$ cat config.mk
export PLATFORM = sky130hd
export DESIGN_NAME = arb_mux
export DESIGN_NICKNAME = d
export VERILOG_FILES = /design/src/rtl/arb_mux_pkg.sv /design/src/rtl/arb_mux_rr_arbiter.sv /design/src/rtl/arb_mux.sv
export SDC_FILE = /design/constraint.sdc
export NUM_CORES = 1
export LEC_CHECK = 0
export CAP_MARGIN = 10
export CORE_MARGIN = 5
export CORE_UTILIZATION = 35
export DETAILED_ROUTE_END_ITERATION = 8
export PLACE_DENSITY = 0.8
export SYNTH_ARGS = -nofsm -noshare
export SYNTH_HDL_FRONTEND = slang
export SYNTH_HIERARCHICAL = 1
export SYNTH_SLANG_ARGS = --single-unit
$ cat constraint.sdc
create_clock -name CLK -period 7 [get_ports CLK]
set_input_delay 1.75 -clock CLK [delete_from_list [all_inputs] [get_ports CLK]]
set_output_delay 1.75 -clock CLK [all_outputs]
set_load 0.005 [all_outputs]
$ cat src/rtl/arb_mux_pkg.sv
`default_nettype none
// ============================================================================
//  Module      : arb_mux_pkg
//  Description : Shared definitions for the arb_mux arbitrating multiplexer:
//                arbitration mode encodings, output-slot state encoding and
//                the select-width helper.
//  Revision    : 1.0 - initial release
// ============================================================================
package arb_mux_pkg;

    // Arbitration mode encodings (value of the MODE parameter)
    localparam int MODE_RR    = 0;  // round-robin, rotating pointer
    localparam int MODE_FIXED = 1;  // fixed priority, lowest index wins

    // Output slot occupancy
    typedef enum logic [0:0] {
        ST_EMPTY = 1'b0,
        ST_FULL  = 1'b1
    } slot_state_e;

    // Width of a channel index; never narrower than one bit so that a
    // single-channel instance still has a real select port.
    function automatic int calc_sel_w(input int channels);
        return (channels > 1) ? $clog2(channels) : 1;
    endfunction

endpackage : arb_mux_pkg
`default_nettype wire

$ cat src/rtl/arb_mux_rr_arbiter.sv
`default_nettype none
// ============================================================================
//  Module      : rr_arbiter
//  Description : Combinational arbiter. In round-robin mode the search starts
//                at the supplied pointer and wraps modulo CHANNELS; in fixed
//                mode the lowest requesting index wins. Produces a one-hot
//                grant plus the binary index of the winner.
//  Revision    : 1.0 - initial release
// ============================================================================
module rr_arbiter #(
    parameter int CHANNELS = 4,
    parameter int SEL_W    = 2
) (
    input  logic [CHANNELS-1:0] i_req,
    input  logic [SEL_W-1:0]    i_ptr,
    input  logic                i_en,
    input  logic                i_mode,   // 1 = fixed priority
    output logic [CHANNELS-1:0] o_grant,
    output logic [SEL_W-1:0]    o_idx
);

    // Walk the channels in search order and grant the first requester found.
    // The inner loop compares against constant indices so the request vector
    // is never indexed by a variable wider or narrower than it needs.
    always_comb begin
        logic found;
        found   = 1'b0;
        o_grant = '0;
        o_idx   = '0;
        for (int i = 0; i < CHANNELS; i++) begin
            int cand;
            if (i_mode) begin
                cand = i;
            end else begin
                cand = int'(i_ptr) + i;
                if (cand >= CHANNELS) begin
                    cand = cand - CHANNELS;
                end
            end
            for (int j = 0; j < CHANNELS; j++) begin
                if (i_en && !found && (j == cand) && i_req[j]) begin
                    found      = 1'b1;
                    o_grant[j] = 1'b1;
                    o_idx      = SEL_W'(j);
                end
            end
        end
    end

endmodule : rr_arbiter
`default_nettype wire

$ cat src/rtl/arb_mux.sv
`default_nettype none
// ============================================================================
//  Module      : arb_mux
//  Description : N-channel valid/ready arbitrating multiplexer with a single
//                registered output slot. Sustains one word per cycle when the
//                consumer is ready; winner chosen by round-robin or fixed
//                priority as selected by MODE.
//  Revision    : 1.0 - initial release
// ============================================================================
module arb_mux
    import arb_mux_pkg::*;
#(
    parameter int WIDTH    = 32,
    parameter int CHANNELS = 4,
    parameter int MODE     = MODE_RR
) (
    input  logic                         CLK,
    input  logic                         RST,
    input  logic [CHANNELS*WIDTH-1:0]    I_DATA,
    input  logic [CHANNELS-1:0]          I_VALID,
    output logic [CHANNELS-1:0]          I_READY,
    output logic [WIDTH-1:0]             Y,
    output logic                         Y_VALID,
    input  logic                         Y_READY,
    output logic [calc_sel_w(CHANNELS)-1:0] Y_SEL
);

    localparam int SEL_W = calc_sel_w(CHANNELS);

    // Registered state
    slot_state_e        state_q, state_d;
    logic [WIDTH-1:0]   data_q,  data_d;
    logic [SEL_W-1:0]   sel_q,   sel_d;
    logic [SEL_W-1:0]   ptr_q,   ptr_d;

    // Combinational handshake signals
    logic                w_slot_free;
    logic                w_arb_en;
    logic                w_take;
    logic [CHANNELS-1:0] w_grant;
    logic [SEL_W-1:0]    w_idx;
    logic [WIDTH-1:0]    w_win_data;

    // The slot can take a word when empty, or when full and draining this
    // cycle. Reset blocks every grant so nothing is accepted and then lost.
    always_comb begin
        w_slot_free = (state_q == ST_EMPTY) || Y_READY;
        w_arb_en    = w_slot_free && !RST;
    end

    rr_arbiter #(
        .CHANNELS (CHANNELS),
        .SEL_W    (SEL_W)
    ) u_arbiter (
        .i_req   (I_VALID),
        .i_ptr   (ptr_q),
        .i_en    (w_arb_en),
        .i_mode  (MODE == MODE_FIXED),
        .o_grant (w_grant),
        .o_idx   (w_idx)
    );

    // Grant is also the per-channel ready; a transfer happens on any grant
    // because the arbiter only grants requesting channels.
    always_comb begin
        I_READY    = w_grant;
        w_take     = |w_grant;
        w_win_data = I_DATA[int'(w_idx)*WIDTH +: WIDTH];
    end

    // Next-state for slot occupancy, captured word, source index and pointer.
    always_comb begin
        state_d = state_q;
        data_d  = data_q;
        sel_d   = sel_q;
        ptr_d   = ptr_q;
        if (w_take) begin
            state_d = ST_FULL;
            data_d  = w_win_data;
            sel_d   = w_idx;
            if (MODE == MODE_RR) begin
                if (int'(w_idx) == CHANNELS - 1) begin
                    ptr_d = '0;
                end else begin
                    ptr_d = w_idx + 1'b1;
                end
            end
        end else if ((state_q == ST_FULL) && Y_READY) begin
            state_d = ST_EMPTY;
        end
    end

    // State registers with synchronous reset.
    always_ff @(posedge CLK) begin
        if (RST) begin
            state_q <= ST_EMPTY;
            data_q  <= '0;
            sel_q   <= '0;
            ptr_q   <= '0;
        end else begin
            state_q <= state_d;
            data_q  <= data_d;
            sel_q   <= sel_d;
            ptr_q   <= ptr_d;
        end
    end

    // Output drive straight from the slot registers.
    always_comb begin
        Y       = data_q;
        Y_VALID = (state_q == ST_FULL);
        Y_SEL   = sel_q;
    end

endmodule : arb_mux
`default_nettype wire
---- After elaboration in Yosys (flattened, before gate mapping) ----
Index checks and enable logic that the tools add are counted.
W data, S select, Z words.
operators by class
  $add $sub $neg .......................... 8
  magnitude comparators ................... 4
  bitwise logic cells ..................... 1
  multiplexer cells ....................... 52
  reductions and logical operators ........ 72
  eq/ne operators ......................... 13
  shifts and indexed selects .............. 1
operators with widths
  operator                 number
  $eq A3 B32 Y1 const A    8
  $eq A2 B32 Y1 const A    4
  $logic_not A32 Y1        4
  $mux W32                 4
  $shiftx A128 B8 Y32      1
  $ge A32 B4 Y1 const B    3
  $sub A32 B4 Y32 const B  3
  $logic_and A1 B1 Y1      49
  $mux W1                  33
  $mux W2                  15
  $logic_not A1 Y1         16
  $add A2 B2 Y3 const B    2
  $reduce_or A4 Y1         1
  $sub A2 B3 Y4 const B    1
  $add A2 B1 Y3 const B    1
  $ge A2 B3 Y1 const B     1
  $add A2 B1 Y2 const B    1
  $eq A2 B1 Y1 const B     1
  $reduce_bool A2 Y1       1
  $logic_or A1 B1 Y1       1
  $not A1 Y1               1
word-level totals
  bits in registers ....................... 37
  input bits .............................. 135
  word-level logic and storage cells ...... 155
  output and inout bits ................... 39

---- Longest topological paths before layout ----
Gate-level depths: netlist (run 1).
  depth after elaboration ................. 83
  depth in mapped cells ................... 13
  mapped depth without buffers ............ 10

---- Modules after synthesis ----
The synthesis (run 1) kept the hierarchy.
by module, submodules not included
  module      sequential area each (sq um)  cells an instance  instances  area each (sq um)
  arb_mux     740.7                         133                1          1,964.4
  rr_arbiter  0.0                           76                 1          531.8

---- Least setup slack after synthesis (run 1) ----
No wires, ideal clock.
  kind .................................... in2out
  from .................................... input port Y_READY
  to ...................................... output port I_READY[1]
  required time ........................... 5.250 ns
  stages .................................. 8
  path buffers ............................ 1
  path slack .............................. 1.936 ns
  arrival time ............................ 3.314 ns
  path through ............................ nand2b_1 > nor2b_1 > clkbuf_1 > inv_1 > a211oi_1 > a41o_1 > or3_4 > o21ai_0
between the ends
  word-level cells in the longest chain between the ends .. 70
  elaborated cells between the ends (all ways) .. 73
  classes of those cells .................. mux (17); reduce/logical (56)
RTL lines
  what                              RTL line                  source
  start, declared                   arb_mux.sv:24             input logic Y_READY,
  $logic_or A1 B1 Y1 (*)            arb_mux.sv:47             w_slot_free = (state_q == ST_EMPTY) || Y_READY;
  $logic_and A1 B1 Y1 (*)           arb_mux.sv:48             w_arb_en = w_slot_free && !RST;
  via w_arb_en                      arb_mux.sv:38             logic w_arb_en;
  $logic_and A1 B1 Y1 (2 in a row)  arb_mux_rr_arbiter.sv:41  if (i_en && !found && (j == cand) && i_req[j]) begin
  $mux W1                           arb_mux_rr_arbiter.sv:41
  $logic_not A1 Y1                  arb_mux_rr_arbiter.sv:41
  $logic_and A1 B1 Y1 (3 in a row)  arb_mux_rr_arbiter.sv:41
  $mux W1                           arb_mux_rr_arbiter.sv:41
  [46 not listed]                   n/a
  $logic_and A1 B1 Y1 (3 in a row)  arb_mux_rr_arbiter.sv:41
  $mux W1                           arb_mux_rr_arbiter.sv:41
  $logic_not A1 Y1                  arb_mux_rr_arbiter.sv:41
  $logic_and A1 B1 Y1 (3 in a row)  arb_mux_rr_arbiter.sv:41
  $mux W1                           arb_mux_rr_arbiter.sv:41
  $logic_not A1 Y1                  arb_mux_rr_arbiter.sv:41
  $logic_and A1 B1 Y1 (3 in a row)  arb_mux_rr_arbiter.sv:41
  $mux W1 (*)                       arb_mux_rr_arbiter.sv:41
  end, declared                     arb_mux.sv:21             output logic [CHANNELS-1:0] I_READY,
The timed path passes the listed nets; every way through them passes the cells marked *.

---- Worst setup path in the final report (run 1) ----
  from .................................... input port RST
  to ...................................... output port I_READY[1]
between the ends
  word-level cells in the longest chain between the ends .. 70
  elaborated cells between the ends (all ways) .. 73
  classes of those cells .................. mux (17); reduce/logical (56)
RTL lines
  what                              RTL line                  source
  start, declared                   arb_mux.sv:18             input logic RST,
  $logic_not A1 Y1 (*)              arb_mux.sv:48
  $logic_and A1 B1 Y1 (*)           arb_mux.sv:48
  via w_arb_en                      arb_mux.sv:38
  $logic_and A1 B1 Y1 (2 in a row)  arb_mux_rr_arbiter.sv:41
  $mux W1                           arb_mux_rr_arbiter.sv:41
  $logic_not A1 Y1                  arb_mux_rr_arbiter.sv:41
  $logic_and A1 B1 Y1 (3 in a row)  arb_mux_rr_arbiter.sv:41
  $mux W1                           arb_mux_rr_arbiter.sv:41
  [46 not listed]                   n/a
  $logic_and A1 B1 Y1 (3 in a row)  arb_mux_rr_arbiter.sv:41
  $mux W1                           arb_mux_rr_arbiter.sv:41
  $logic_not A1 Y1                  arb_mux_rr_arbiter.sv:41
  $logic_and A1 B1 Y1 (3 in a row)  arb_mux_rr_arbiter.sv:41
  $mux W1                           arb_mux_rr_arbiter.sv:41
  $logic_not A1 Y1                  arb_mux_rr_arbiter.sv:41
  $logic_and A1 B1 Y1 (3 in a row)  arb_mux_rr_arbiter.sv:41
  $mux W1 (*)                       arb_mux_rr_arbiter.sv:41
Marked as above.

==> summary.md, run 1 <==
| Metric | Value |
|---|---|
| Diodes inserted | `0` |
| Setup-failing EPs final | `0` |
| Kind of critical path | `input port to output pin` |
| Cells after Synth | `209` |
| Post-synthesis register bit count | `37` |
| Sink Count | `37` |
| Initial core utilization | `0.3634` |
| Via Count | `2534` |
| Drt total wl | `8.728 mm` |
| # nets final | `518` |
| Wire length per cell | `18.41 um` |
| Tcrit/Tclk final | `0.8861` |
| Critical Path RT | `5250 ps` |
| Peak Freq | `161.2 MHz` |
| HP Class | `flip-flop to flip-flop` |
| P&R area growth vs syn | `74.69%` |
| Gp weighted congestion | `0.8588` |
| Post-cts resize count | `0` |
| Inst Count DP | `466` |
| Crit path from | `RST` |
| Vias in the first global route | `2607` |
| Site Rows | `30` |
| Critical Path AT | `4450 ps` |
| Crit path time final | `6203 ps` |
| Fin. max-slew vios | `0` |
| EDFF count, synth | `0` |
| RSZ-0062 raised after global routing | `false` |
| Footprint of the multi-input gates | `0.001619 sq mm` |
| Global-route wire length before repair | `13.10 mm` |
| Post-synthesis compound-gate area fraction | `0.1995` |
| Largest net degree at the start of global routing | `36` |
| Final Skew | `3.884 ps` |
| Post-synthesis sequential area ratio | `0.2967` |
| Layout cells sized above 1 | `0.1455` |
| Post-synthesis adder-cell area fraction | `0.03008` |
| Routed Antenna Nets | `0` |
| Top FF cell, synth | `dfxtp_1` |
| Worst-skew pair later-pin latency | `290 ps` |
| Cell Area, Synth | `0.002496 sq mm` |
| CTS buffer count | `5` |
| Starting DRT DRC Count | `73` |
| Largest family of logic cells by synthesized area | `multiplexers` |
| Hold_buf cts | `0` |
| Core area | `0.006869 sq mm` |
| CTS Buffer Depth | `2` |
| Reg2reg start | `ptr_q[0]` |
| Worst slew pin tran | `853.5 ps` |
| Clock-pin transition on the worst setup and hold timing paths | `80 ps` |
| Clock root cell | `clkbuf_8` |
| Startpoint Class | `input port` |
| Max_cap viols | `0` |
| Pwr/cell area | `335.4 mW/mm^2` |
| Non-Filler Instances | `474` |
| DRT Pass-1 Iters | `4` |
| Setup total negative slack | `0 ps` |
| Postcts setup bufs | `0` |
| Via density | `5.346` |
| Die X-Extent | `94.45 um` |
| Die Ht | `94.45 um` |
| Mux contribution to synthesized area | `0.3128` |
| Hpwl dp | `7.071 mm` |
| Slew margin rel. | `0.4284` |
| Post-synthesis xor/xnor area fraction | `0` |
| Mean Syn Cell Area | `11.94 sq um` |
| CP Capture Type | `output pin` |
| CTS tree | `yes` |
| FILL cells | `570` |
| H-tree depth | `2` |
| Antenna violations before repair | `0` |
| Total GRT Usage | `0.1890` |
| Die Area | `0.008921 sq mm` |
| Total gr overflow | `0` |
| Count of final hold-check violations | `0` |
| Maximum VDD drop | `0.1650 mV` |
| Outcome | `finished, final reports clean` |
| Post-Synth Simple-Gate Area | `0.09825` |
| I/O Buffers | `173` |
| DRC | `0` |
| FFs w/ async S/R, synth | `0` |
| Ys Warns | `6` |
| Distinct cell type count after synthesis | `48` |
| FF/Latch Area | `740.7 sq um` |
| Crit Path Max Fanout | `9` |
| Leak | `1.605 nW` |
| Start point of the worst hold path | `Y[26]` |
| IO Pins | `174` |
critical path, cell delays in order:
cell and delay (ps):
clkdlybuf4s50_1 640, nor2b_1 210, inv_1 110, a211oi_1 80, a41o_1 280, or3_4 400, o21ai_0 390, clkdlybuf4s50_1 590
where the power goes:
part           switching (mW)  internal [mW]  leakage [nW]
Clock                  0.0811         0.0799        0.0512
Combinational           0.381          0.548          1.25
Sequential             0.0678          0.305         0.305
Total                   0.530          0.933          1.61
logic make-up (layout without fill, tap and decap cells):
family	count (synthesis)	in the layout
AOI/OAI and AO/OA	61	61
muxes	37	37
and+or+nand+nor	43	43
other	1	4
DFF	37	37
buffers and inverters	24	190
adders and majority gates	6	6
sequential cells by signal, summed over array words and instances (netlist names):
| name | cells |
|---|---|
| Y_SEL | 2 |
| Y_VALID | 1 |
| ptr_q | 2 |
| Y | 32 |
Yosys cell counts (3+ instances only):
library cell / n / area share
a21oi_1: 4 / 0.0080
a22o_1: 32 / 0.11
a31oi_1: 4 / 0.010
a41oi_1: 3 / 0.011
buf_2: 7 / 0.014
buf_8: 3 / 0.018
clkbuf_1: 6 / 0.0090
dfxtp_1: 37 / 0.30
ha_1: 6 / 0.030
inv_1: 3 / 0.0045
mux2i_1: 3 / 0.012
mux4_2: 32 / 0.29
nand2_1: 9 / 0.014
nand2b_1: 3 / 0.0075
nor2_1: 9 / 0.014
nor2b_1: 4 / 0.010
nor3_1: 3 / 0.0060
o21ai_0: 3 / 0.0060
or3_1: 3 / 0.0075
worst paths after layout:
kind | to | slack [ps] | cells past startpoint
min reg2reg | Y[26] | 480 | 1
max reg2reg | Y[19] | 2870 | 11
max | I_READY[1] | 800 | 8
min | Y[26] | 480 | 1
cell usage in the layout (no fill, tap or decap), types with 5 or more instances in the layout:
| cell | instances |
|---|---|
| a22o_1 | 32 |
| buf_4 | 5 |
| clkbuf_8 | 6 |
| clkdlybuf4s50_1 | 173 |
| dfxtp_1 | 37 |
| ha_1 | 6 |
| mux4_2 | 32 |
| nand2_1 | 9 |
| nor2_1 | 8 |
area by class of cell:
class / instances / share of cell area
Sequential cell: 37 / 0.1699
Timing Repair Buffer: 178 / 0.4057
Inverter: 4 / 0.003443
Tap cell: 96 / 0.02755
Clock inverter: 2 / 0.003156
Clock buffer: 6 / 0.01894
Multi-Input combinational cell: 151 / 0.3713
metrics by stage:
step                cell area (sq um)    util  power (mW)  hold slack, ps  setup slack, ps
floorplan                        2507       -      0.9644           466.0             1936
global route                     4360  0.6348       1.568           495.2            597.8
finish                           4360  0.6348       1.463           482.7            797.5
global placement                 4264  0.6208       1.308           461.5            801.3
CTS                              4360  0.6348       1.483           486.0            785.1
detailed placement               4264  0.6208       1.317           463.5            789.8
routing by layer:
layer / part of all wire / GRT usage / up-vias / wire length (um)
met3: 0.10 / 0.06454 / 18 / 910
met1: 0.37 / 0.1984 / 1209 / 3203
met2: 0.50 / 0.3446 / 121 / 4347
li1: - / - / 1186 / -
met4: 0.031 / 0.07572 / 0 / 267
met5: 0 / 0 / - / 0
Power figures use the tool's default switching activity.
==> run 2: changes to the inputs <==
RECOVER_POWER = 25   (was not set)
==> summary.md, run 2 (same netlist as run 1, synthesis figures left out) <==
| Metric | Value |
|---|---|
| Outcome | `finished, final reports clean (unchanged)` |
| Fin. max-slew vios | `0 (unchanged)` |
| Post-cts resize count | `0 (unchanged)` |
| HP Class | `flip-flop to flip-flop (unchanged)` |
| FF/Latch Area | `740.7 sq um (unchanged)` |
| Internal reg-to-reg setup slack | `2860 ps (was 2870 ps)` |
| CP Capture Type | `output pin (unchanged)` |
| Vias in the first global route | `2607 (unchanged)` |
| Max reg flops | `32 (unchanged)` |
| Final hold slack | `476.9 ps (was 482.7 ps)` |
| CTS Buffer Depth | `2 (unchanged)` |
| Diodes inserted | `0 (unchanged)` |
| Worst Setup EP | `I_READY[1] (unchanged)` |
| Critical Path RT | `5250 ps (about the same)` |
| Hold_buf cts | `0 (unchanged)` |
| Sink Count | `37 (unchanged)` |
| Total GRT Usage | `0.1890 (unchanged)` |
| CTS buffer count | `5 (unchanged)` |
| Max_cap viols | `0 (unchanged)` |
| Peak Freq | `161.3 MHz (was 161.2 MHz)` |
| Final Skew | `3.807 ps (was 3.884 ps)` |
| Antenna violations before repair | `0 (unchanged)` |
| Footprint of the multi-input gates | `0.001619 sq mm (unchanged)` |
| Routed Antenna Nets | `0 (unchanged)` |
| Setup-failing EPs final | `0 (unchanged)` |
| Tcrit/Tclk final | `0.8857 (was 0.8861)` |
| Worst setup margin | `800.4 ps (was 797.5 ps)` |
| Clock root cell | `clkbuf_8 (unchanged)` |
| Total gr overflow | `0 (unchanged)` |
| Setup total negative slack | `0 ps (unchanged)` |
| Startpoint Class | `input port (unchanged)` |
| Final Util | `0.6348 (unchanged)` |
| H-tree depth | `2 (unchanged)` |
| Maximum VDD drop | `0.1635 mV (was 0.1650 mV)` |
| Commonest non-fill, non-tap cell in the layout | `clkdlybuf4s50_1 (unchanged)` |
| Most frequent cells in the layout | `clkdlybuf4s50_1 (154), dfxtp_1 (37), mux4_2 (32), a22o_1 (32), dlygate4sd3_1 (19) (was clkdlybuf4s50_1 (173), dfxtp_1 (37), mux4_2 (32), a22o_1 (32), nand2_1 (9))` |
| Critical Path AT | `4450 ps (about the same)` |
| P&R area growth vs syn | `74.69% (unchanged)` |
| # nets final | `518 (unchanged)` |
| CTS tree | `yes (unchanged)` |
| Kind of critical path | `input port to output pin (unchanged)` |
| Crit path time final | `6200 ps (was 6203 ps)` |
| Final Total Pwr | `1.443 mW (was 1.463 mW)` |
| Worst slew pin tran | `865.9 ps (was 853.5 ps)` |
| Reg2reg start | `ptr_q[0] (unchanged)` |
| Dpl ws | `789.8 ps (unchanged)` |
| Hpwl dp | `7.071 mm (unchanged)` |
| Layout cells sized above 1 | `0.1455 (unchanged)` |
| Gp weighted congestion | `0.8588 (unchanged)` |
| Reg2reg end | `Y[19] (unchanged)` |
| FILL cells | `570 (unchanged)` |
| DRC | `0 (unchanged)` |
| Postcts setup bufs | `0 (unchanged)` |
| Via density | `5.350 (was 5.346)` |
| Starting DRT DRC Count | `69 (was 73)` |
| Core area | `0.006869 sq mm (unchanged)` |
| Crit Path Max Fanout | `9 (unchanged)` |
| Pwr/cell area | `330.9 mW/mm^2 (was 335.4 mW/mm^2)` |
| Leak | `1.656 nW (was 1.605 nW)` |
| IO Pins | `174 (unchanged)` |
| Worst-skew pair later-pin latency | `290 ps (about the same)` |
| Die Area | `0.008921 sq mm (unchanged)` |
| Slew margin rel. | `0.4201 (was 0.4284)` |
| Wire length per cell | `18.42 um (was 18.41 um)` |
| Die X-Extent | `94.45 um (unchanged)` |
| Crit path from | `RST (unchanged)` |
| Initial core utilization | `0.3634 (unchanged)` |
| Site Rows | `30 (unchanged)` |
| FF-to-FF path depth | `10 (was 11)` |
| Count of final hold-check violations | `0 (unchanged)` |
| Global-route wire length before repair | `13.10 mm (unchanged)` |
| Largest net degree at the start of global routing | `36 (unchanged)` |
| Via Count | `2536 (was 2534)` |
| RSZ-0062 raised after global routing | `false (unchanged)` |
| I/O Buffers | `173 (unchanged)` |
| Clock-pin transition on the worst setup and hold timing paths | `80 ps (about the same)` |
| DRT Pass-1 Iters | `4 (unchanged)` |
| Drt total wl | `8.733 mm (was 8.728 mm)` |
| Die Ht | `94.45 um (unchanged)` |
-- run 2: cell count changes in the layout (fill, tap and decap cells not counted), sizes merged --
cell           change
dlygate4sd3       +19
clkdlybuf4s50     -19
-- run 2: power breakdown --
group / switching, mW / leakage [nW] / total (mW) / internal [mW]
clock: 0.0812 / 0.0512 / 0.161 / 0.0799
sequential: 0.0658 / 0.305 / 0.371 / 0.305
combinational: 0.380 / 1.30 / 0.911 / 0.531
total: 0.527 / 1.66 / 1.44 / 0.916
-- run 2: through the flow --
| step | cells | instance area [sq um] |
|---|---|---|
| after floorplan | 212 | 2507 |
| after detailed placement | 466 | 4264 |
| after global placement | 466 | 4264 |
| after global routing | 474 | 4360 |
| after CTS | 474 | 4360 |
| final | 474 | 4360 |
-- run 2: worst max-delay path: stages --
cell and delay, ps:
clkdlybuf4s50_1 640, nor2b_1 210, inv_1 110, a211oi_1 80
a41o_1 280, or3_4 400, o21ai_0 390, clkdlybuf4s50_1 590
-- run 2: per-layer routing --
layer / part of all wire / wire, um / track usage / up-vias
met4: 0.031 / 267 / 0.07572 / 0
met2: 0.50 / 4343 / 0.3446 / 123
met5: 0 / 0 / 0 / -
li1: - / - / - / 1188
met1: 0.37 / 3209 / 0.1984 / 1207
met3: 0.10 / 913 / 0.06454 / 18
-- run 2: area by class of cell --
class | count | area share
Clock inverter | 2 | 0.003156
Timing Repair Buffer | 178 | 0.4057
Clock buffer | 6 | 0.01894
Sequential cell | 37 | 0.1699
Multi-Input combinational cell | 151 | 0.3713
Inverter | 4 | 0.003443
Tap cell | 96 | 0.02755
-- run 2: how the worst min path moves through the flow --
stage | slack [ps] | endpoint | depth (start not counted) | start
after floorplan | 470 | Y[13] | 1 | Y[13]
final | 480 | Y[26] | 1 | Y[26]
after CTS | 490 | Y[11] | 1 | Y[11]
after global placement | 460 | Y[30] | 1 | Y[30]
after global routing | 490 | Y[0] | 1 | Y[0]
after detailed placement | 460 | Y[4] | 1 | Y[4]
